<file path="config.mk">
export PLATFORM = sky130hd
export DESIGN_NAME = play_core
export DESIGN_NICKNAME = d
export VERILOG_FILES = /design/src/rtl/play_core_pkg.sv /design/src/rtl/play_fifo.sv /design/src/rtl/play_core.sv
export SDC_FILE = /design/constraint.sdc
export NUM_CORES = 1
export LEC_CHECK = 0
export ABC_CLOCK_PERIOD_IN_PS = 9100
export CELL_PAD_IN_SITES_DETAIL_PLACEMENT = 0
export CELL_PAD_IN_SITES_GLOBAL_PLACEMENT = 2
export CORE_ASPECT_RATIO = 0.6
export CORE_UTILIZATION = 38
export CTS_CLUSTER_DIAMETER = 120
export DETAILED_ROUTE_END_ITERATION = 7
export HOLD_SLACK_MARGIN = 0.03
export PLACE_DENSITY = 0.94
export SETUP_SLACK_MARGIN = 0.5
export SYNTH_ARGS = -nofsm -noshare
export SYNTH_HDL_FRONTEND = slang
export SYNTH_SLANG_ARGS = --single-unit
</file>
<file path="constraint.sdc">
create_clock -name i_clk -period 9.1 [get_ports i_clk]
set_clock_uncertainty 0.05 [all_clocks]
set_input_delay 0.91 -clock i_clk [delete_from_list [all_inputs] [get_ports i_clk]]
set_output_delay 0.91 -clock i_clk [all_outputs]
set_load 0.1 [all_outputs]
</file>
<file path="src/rtl/play_core_pkg.sv">
// Shared constants and types for the playback engine.
// Holds default widths, FIFO depth and the play FSM state encoding.
package play_core_pkg;

    localparam int ADDR_W     = 23;
    localparam int DATA_W     = 16;
    localparam int FIFO_DEPTH = 4;

    typedef enum logic [2:0] {
        S_IDLE,
        S_FETCH,
        S_DRAIN,
        S_ABORT,
        S_FINISH
    } play_state_t;

endpackage

</file>
<file path="src/rtl/play_fifo.sv">
// Prefetch FIFO between the SDRAM read side and the DAC stream.
// Ports: clk, rst_n, push/push_data, pop, flush -> head, full, empty, count.
module play_fifo #(
    parameter int DATA_W = 16,
    parameter int DEPTH  = 4
) (
    input  logic                     clk,
    input  logic                     rst_n,
    input  logic                     push,
    input  logic [DATA_W-1:0]        push_data,
    input  logic                     pop,
    input  logic                     flush,
    output logic [DATA_W-1:0]        head,
    output logic                     full,
    output logic                     empty,
    output logic [$clog2(DEPTH):0]   count
);

    localparam int PTR_W = $clog2(DEPTH);
    localparam int CNT_W = PTR_W + 1;

    logic [DATA_W-1:0] mem [DEPTH];
    logic [PTR_W-1:0]  wr_ptr;
    logic [PTR_W-1:0]  rd_ptr;
    logic              do_push;
    logic              do_pop;

    assign full    = (count == CNT_W'(DEPTH));
    assign empty   = (count == '0);
    assign do_push = push && !full;
    assign do_pop  = pop && !empty;
    assign head    = mem[rd_ptr];

    // Storage is cleared on reset so the DAC data output reads zero.
    always_ff @(posedge clk or negedge rst_n) begin
        if (!rst_n) begin
            wr_ptr <= '0;
            rd_ptr <= '0;
            count  <= '0;
            for (int i = 0; i < DEPTH; i++) begin
                mem[i] <= '0;
            end
        end else if (flush) begin
            wr_ptr <= '0;
            rd_ptr <= '0;
            count  <= '0;
        end else begin
            if (do_push) begin
                mem[wr_ptr] <= push_data;
                wr_ptr      <= wr_ptr + PTR_W'(1);
            end
            if (do_pop) begin
                rd_ptr <= rd_ptr + PTR_W'(1);
            end
            unique case ({do_push, do_pop})
                2'b10:   count <= count + CNT_W'(1);
                2'b01:   count <= count - CNT_W'(1);
                default: count <= count;
            endcase
        end
    end

endmodule

</file>
<file path="src/rtl/play_core.sv">
// Playback engine: sequential SDRAM fetch into a prefetch FIFO, streamed to the DAC.
// Ports: control (start/stop/pause/loop, done/busy), SDRAM read side, DAC valid/ready side.
module play_core #(
    parameter int ADDR_W     = play_core_pkg::ADDR_W,
    parameter int DATA_W     = play_core_pkg::DATA_W,
    parameter int FIFO_DEPTH = play_core_pkg::FIFO_DEPTH
) (
    input  logic              i_clk,
    input  logic              i_rst,
    input  logic              play_start,
    input  logic [ADDR_W-1:0] play_start_addr,
    input  logic [ADDR_W-1:0] play_length,
    input  logic              play_loop,
    input  logic              play_pause,
    input  logic              play_stop,
    output logic              play_done,
    output logic              play_busy,
    output logic              play_read,
    output logic [ADDR_W-1:0] play_addr,
    input  logic [DATA_W-1:0] play_readdata,
    input  logic              play_sdram_finished,
    output logic [DATA_W-1:0] play_audio_data,
    output logic              play_audio_valid,
    input  logic              play_audio_ready
);

    import play_core_pkg::*;

    localparam int CNT_W = $clog2(FIFO_DEPTH) + 1;

    play_state_t       state;
    play_state_t       state_nxt;

    logic [ADDR_W-1:0] cur_addr;
    logic [ADDR_W-1:0] base_addr;
    logic [ADDR_W-1:0] remaining;
    logic [ADDR_W-1:0] base_len;
    logic              loop_flag;
    logic              read_q;

    logic [CNT_W-1:0]  fifo_count;
    logic              fifo_full;
    logic              fifo_empty;
    logic [DATA_W-1:0] fifo_head;

    logic              start_ok;
    logic              read_done;
    logic              last_word;
    logic              have_space;
    logic              launch;
    logic              fifo_push;
    logic              fifo_pop;
    logic              fifo_flush;

    assign read_done  = read_q && play_sdram_finished;
    assign last_word  = (remaining == ADDR_W'(1));
    // The in-flight word already owns a slot.
    assign have_space = !fifo_full &&
        ((fifo_count + CNT_W'(read_q)) < CNT_W'(FIFO_DEPTH));

    always_ff @(posedge i_clk or negedge i_rst) begin
        if (!i_rst) begin
            state <= S_IDLE;
        end else begin
            state <= state_nxt;
        end
    end

    always_comb begin
        state_nxt  = state;
        start_ok   = 1'b0;
        launch     = 1'b0;
        fifo_push  = 1'b0;
        fifo_flush = 1'b0;
        unique case (state)
            S_IDLE: begin
                if (play_start) begin
                    start_ok  = 1'b1;
                    state_nxt = (play_length == '0) ? S_FINISH : S_FETCH;
                end
            end
            S_FETCH: begin
                // Stop beats both pause and a loop reload.
                if (play_stop) begin
                    state_nxt = S_ABORT;
                end else begin
                    fifo_push = read_done;
                    launch    = !read_q && (remaining != '0) &&
                                !play_pause && have_space;
                    if (read_done && last_word && !loop_flag) begin
                        state_nxt = S_DRAIN;
                    end
                end
            end
            S_DRAIN: begin
                if (play_stop) begin
                    state_nxt = S_ABORT;
                end else if (fifo_empty) begin
                    state_nxt = S_FINISH;
                end
            end
            S_ABORT: begin
                // Wait out any open SDRAM read; its data is dropped.
                fifo_flush = 1'b1;
                if ((!read_q || play_sdram_finished) && fifo_empty) begin
                    state_nxt = S_FINISH;
                end
            end
            S_FINISH: begin
                state_nxt = S_IDLE;
            end
            default: begin
                state_nxt = S_IDLE;
            end
        endcase
    end

    always_ff @(posedge i_clk or negedge i_rst) begin
        if (!i_rst) begin
            cur_addr  <= '0;
            base_addr <= '0;
            remaining <= '0;
            base_len  <= '0;
            loop_flag <= 1'b0;
            read_q    <= 1'b0;
        end else begin
            if (start_ok) begin
                cur_addr  <= play_start_addr;
                base_addr <= play_start_addr;
                remaining <= play_length;
                base_len  <= play_length;
                loop_flag <= play_loop;
            end
            if (launch) begin
                read_q <= 1'b1;
            end else if (read_done) begin
                read_q <= 1'b0;
            end
            if (fifo_push) begin
                if (last_word && loop_flag) begin
                    cur_addr  <= base_addr;
                    remaining <= base_len;
                end else begin
                    cur_addr  <= cur_addr + ADDR_W'(1);
                    remaining <= remaining - ADDR_W'(1);
                end
            end
        end
    end

    assign fifo_pop = play_audio_valid && play_audio_ready;

    play_fifo #(
        .DATA_W (DATA_W),
        .DEPTH  (FIFO_DEPTH)
    ) u_fifo (
        .clk       (i_clk),
        .rst_n     (i_rst),
        .push      (fifo_push),
        .push_data (play_readdata),
        .pop       (fifo_pop),
        .flush     (fifo_flush),
        .head      (fifo_head),
        .full      (fifo_full),
        .empty     (fifo_empty),
        .count     (fifo_count)
    );

    assign play_read        = read_q;
    assign play_addr        = cur_addr;
    assign play_done        = (state == S_FINISH);
    assign play_busy        = (state != S_IDLE);
    assign play_audio_data  = fifo_head;
    assign play_audio_valid = !fifo_empty && !play_pause &&
                              (state != S_ABORT);

endmodule

</file>
==> qor.yml <==
global_route:
  grt_max_degree: 95
  antenna_found_initial: 0
  first_global_vias: 6486
  grt_pass1_wl_um: 35800
  track_usage_pct: 19.9
  grt-ovfl-total: 0
worst_setup_path:
  ff2ff_path_depth: 6
  r2r_end: "remaining[4]$_DFFE_PN0P_"
  end_kind: "output pin"
  path_max_fanout: 8
  crit_required_ns: 8.14
  worstSetupEndpoint: "play_audio_valid"
  cp.arrival_ns: 3.01
  path_class: "register to output pin"
  r2r_slack_ns: 5.52
  reg2reg_from: "remaining[6]$_DFFE_PN0P_"
  critPathLaunchType: "register"
  critPathLaunch: "state[1]$_DFFE_PN0P_"
synthesis:
  synth_top_area_share_pct: 49.8
  ys.flop_type: "dfrtp_1"
  yosysWarnings: 0
  ys_types: 60
  yosys-top-cells-area: "dfrtp_1 50%, nand2_1 7.8%, mux2_1 5.3%, mux4_2 4.5%, mux2_2 3.3%"
  synth_nets: 890
  async_flop_share_pct: 100
  ys_ff_latch: 168
  yosys.area.top_type: "dfrtp_1"
  synth_area_per_cell_um2: 10.4
  postSynthCellCount: 812
  synth_edf_count: 0
  ys_seq_area_share_pct: 49.8
  synth_area_um2: 8440
routing:
  drtIter0Drc: 338
  route.detailed.drc: 0
  via_count: 6426
  antenna_left: 0
  dr.pass1.iters: 4
  via_per_inst: 5.36
  totalWireLength_um: 21300
  wire_per_inst_um: 17.8
clock_network:
  cts_tree: "done"
  clockBufferDepth: 2
  clk_pin_slew_ns: 0.06
  cts_htree_levels: 4
  cts_setup_buffers: 0
  numClockSinks: 168
  clk_latency_ns: 0.43
  cts_root_buf: "clkbuf_16"
  cts_buffers: 17
  ctsResizeCount: 0
  holdBufCountCts: 0
place:
  port_buffers: 112
  place_congestion: 0.777
  post-dp-hpwl_um: 14400
final_layout:
  final_nets: 986
  fin_util_pct: 48.8
  diodes: 0
  synthToLayoutAreaGrowth_pct: 23.5
  nFillCells: 1985
  drive_gt1_share_pct: 11.2
  seq_area_um2: 4200
  layout_commonest_cell: "nand2_1"
  final_cell_mix: "176 x nand2_1, 168 x dfrtp_1, 111 x clkdlybuf4s50_1, 45 x nor2_1, 40 x mux2_1"
  multi_input_area_um2: 4030
floorplan:
  pin_count: 113
  die_area_um2: 22800
  rows: 41
  start_util_pct: 39.5
  die_x_um: 194
  core-area_um2: 21400
  die_y_um: 117
sta:
  max_slew.worst_pin.slew_ns: 1.09
  fin_crit_sh_pct: 43.6
  hold_ws_ns: 0.419
  final_max_slew_viol_count: 0
  max_freq_ghz: 0.252
  setup_violations: 0
  max_slew_margin_pct: 26.6
  rsz0062_at_grt: "no"
  fin_setup_tns_ns: 0
  layout_min_cycle_time_ns: 3.97
  final-hold-violation-count: 0
power_and_ir_drop:
  power_mw: 3.51
  ir_drop_v: 0.000334
  power_leakage_nw: 4.73
  power.density_nw_per_um2: 336
hold_path:
  min_path_type: "register to register"
  hold_path_depth: 2
job:
  cap_violations: 0
status:
  status: "complete, no violations"
## stage by stage
step	setup slack, ns	instances	cell area [µm²]
final	5.13	1199	10400
after global routing	4.94	1199	10400
after detailed placement	5.05	1168	9800
after floorplan	5.13	812	8440
after CTS	5.11	1199	10400
after global placement	5.09	1168	9800
## worst min-delay path by stage
stage / startpoint / end / slack [ns]
floorplan: base_addr[19]$_DFFE_PN0P_ / base_addr[19]$_DFFE_PN0P_ / 0.39
global placement: base_len[21]$_DFFE_PN0P_ / base_len[21]$_DFFE_PN0P_ / 0.40
detailed placement: base_addr[19]$_DFFE_PN0P_ / base_addr[19]$_DFFE_PN0P_ / 0.41
CTS: base_addr[19]$_DFFE_PN0P_ / base_addr[19]$_DFFE_PN0P_ / 0.42
global route: base_addr[0]$_DFFE_PN0P_ / base_addr[0]$_DFFE_PN0P_ / 0.43
finish: base_addr[19]$_DFFE_PN0P_ / base_addr[19]$_DFFE_PN0P_ / 0.42
## per-layer routing
layer	wire length [µm]	part of all wire (%)	track usage [%]
met4	123	0.58	4.07
met2	8550	40	26.6
met1	11700	55	32.1
met5	0	0	0
met3	945	4.4	4.24
## synth_stat cells, types with 4 or more instances
cell and instances:
nand2_1 176, dfrtp_1 168, nor2_1 46, mux2_1 40, clkbuf_1 31, mux2_2 25
xnor2_1 23, nand3_1 22, nor3_1 22, o21ai_0 20, mux4_2 17, a21boi_0 16
xor2_1 16, a21oi_1 14, nand4_1 12, o211ai_1 11, and2_1 10, nor4_1 10
a211oi_1 9, a21o_1 9, buf_2 8, inv_1 8, o311ai_1 8, ha_1 7
a31oi_1 6, or3_1 6, and3_1 5, o31ai_2 5, nand2_4 4, o21ai_1 4
o22ai_1 4, or2_2 4, or4_1 4
## sequential cells by signal (all words and copies together), names as in the netlist, 3 cells and up
name / flops
base_addr: 23
base_len: 23
play_addr: 23
remaining: 23
state: 3
u_fifo.count: 3
u_fifo.mem: 64
## cells by family (layout without fill, tap and decap cells)
kind of cell	after synthesis	in the layout	share of synthesized area (%)
buffers and inverters	52	160	2.61
XOR/XNOR	39	39	4.05
adder cells (fa/ha/maj)	8	8	1.27
AO/OA/AOI/OAI	124	124	10.5
multiplexers	83	83	13.3
AND/OR/NAND/NOR	338	338	18.4
flip-flops	168	168	49.8
## worst max-delay path, stage by stage, from the launching register on
cell,delay (ns)
dfrtp_1,0.48
inv_1,0.13
nor3_1,0.87
nor3_1,0.10
clkdlybuf4s50_1,1.01
## power breakdown
| part | leakage (nW) | internal (mW) | switching [mW] |
|---|---|---|---|
| Sequential | 2.19 | 0.983 | 0.254 |
| Combinational | 2.25 | 0.502 | 0.987 |
| Clock | 0.296 | 0.475 | 0.306 |
| Total | 4.73 | 1.96 | 1.55 |
## final cells by class
class | instances | share of cell area [%]
Sequential cell | 168 | 40.3
Multi-Input combinational cell | 592 | 38.6
Timing Repair Buffer | 121 | 11.4
Clock buffer | 21 | 4.42
Tap cell | 279 | 3.35
Clock inverter | 10 | 1.62
Inverter | 8 | 0.288
Power figures use the tool's default switching activity.
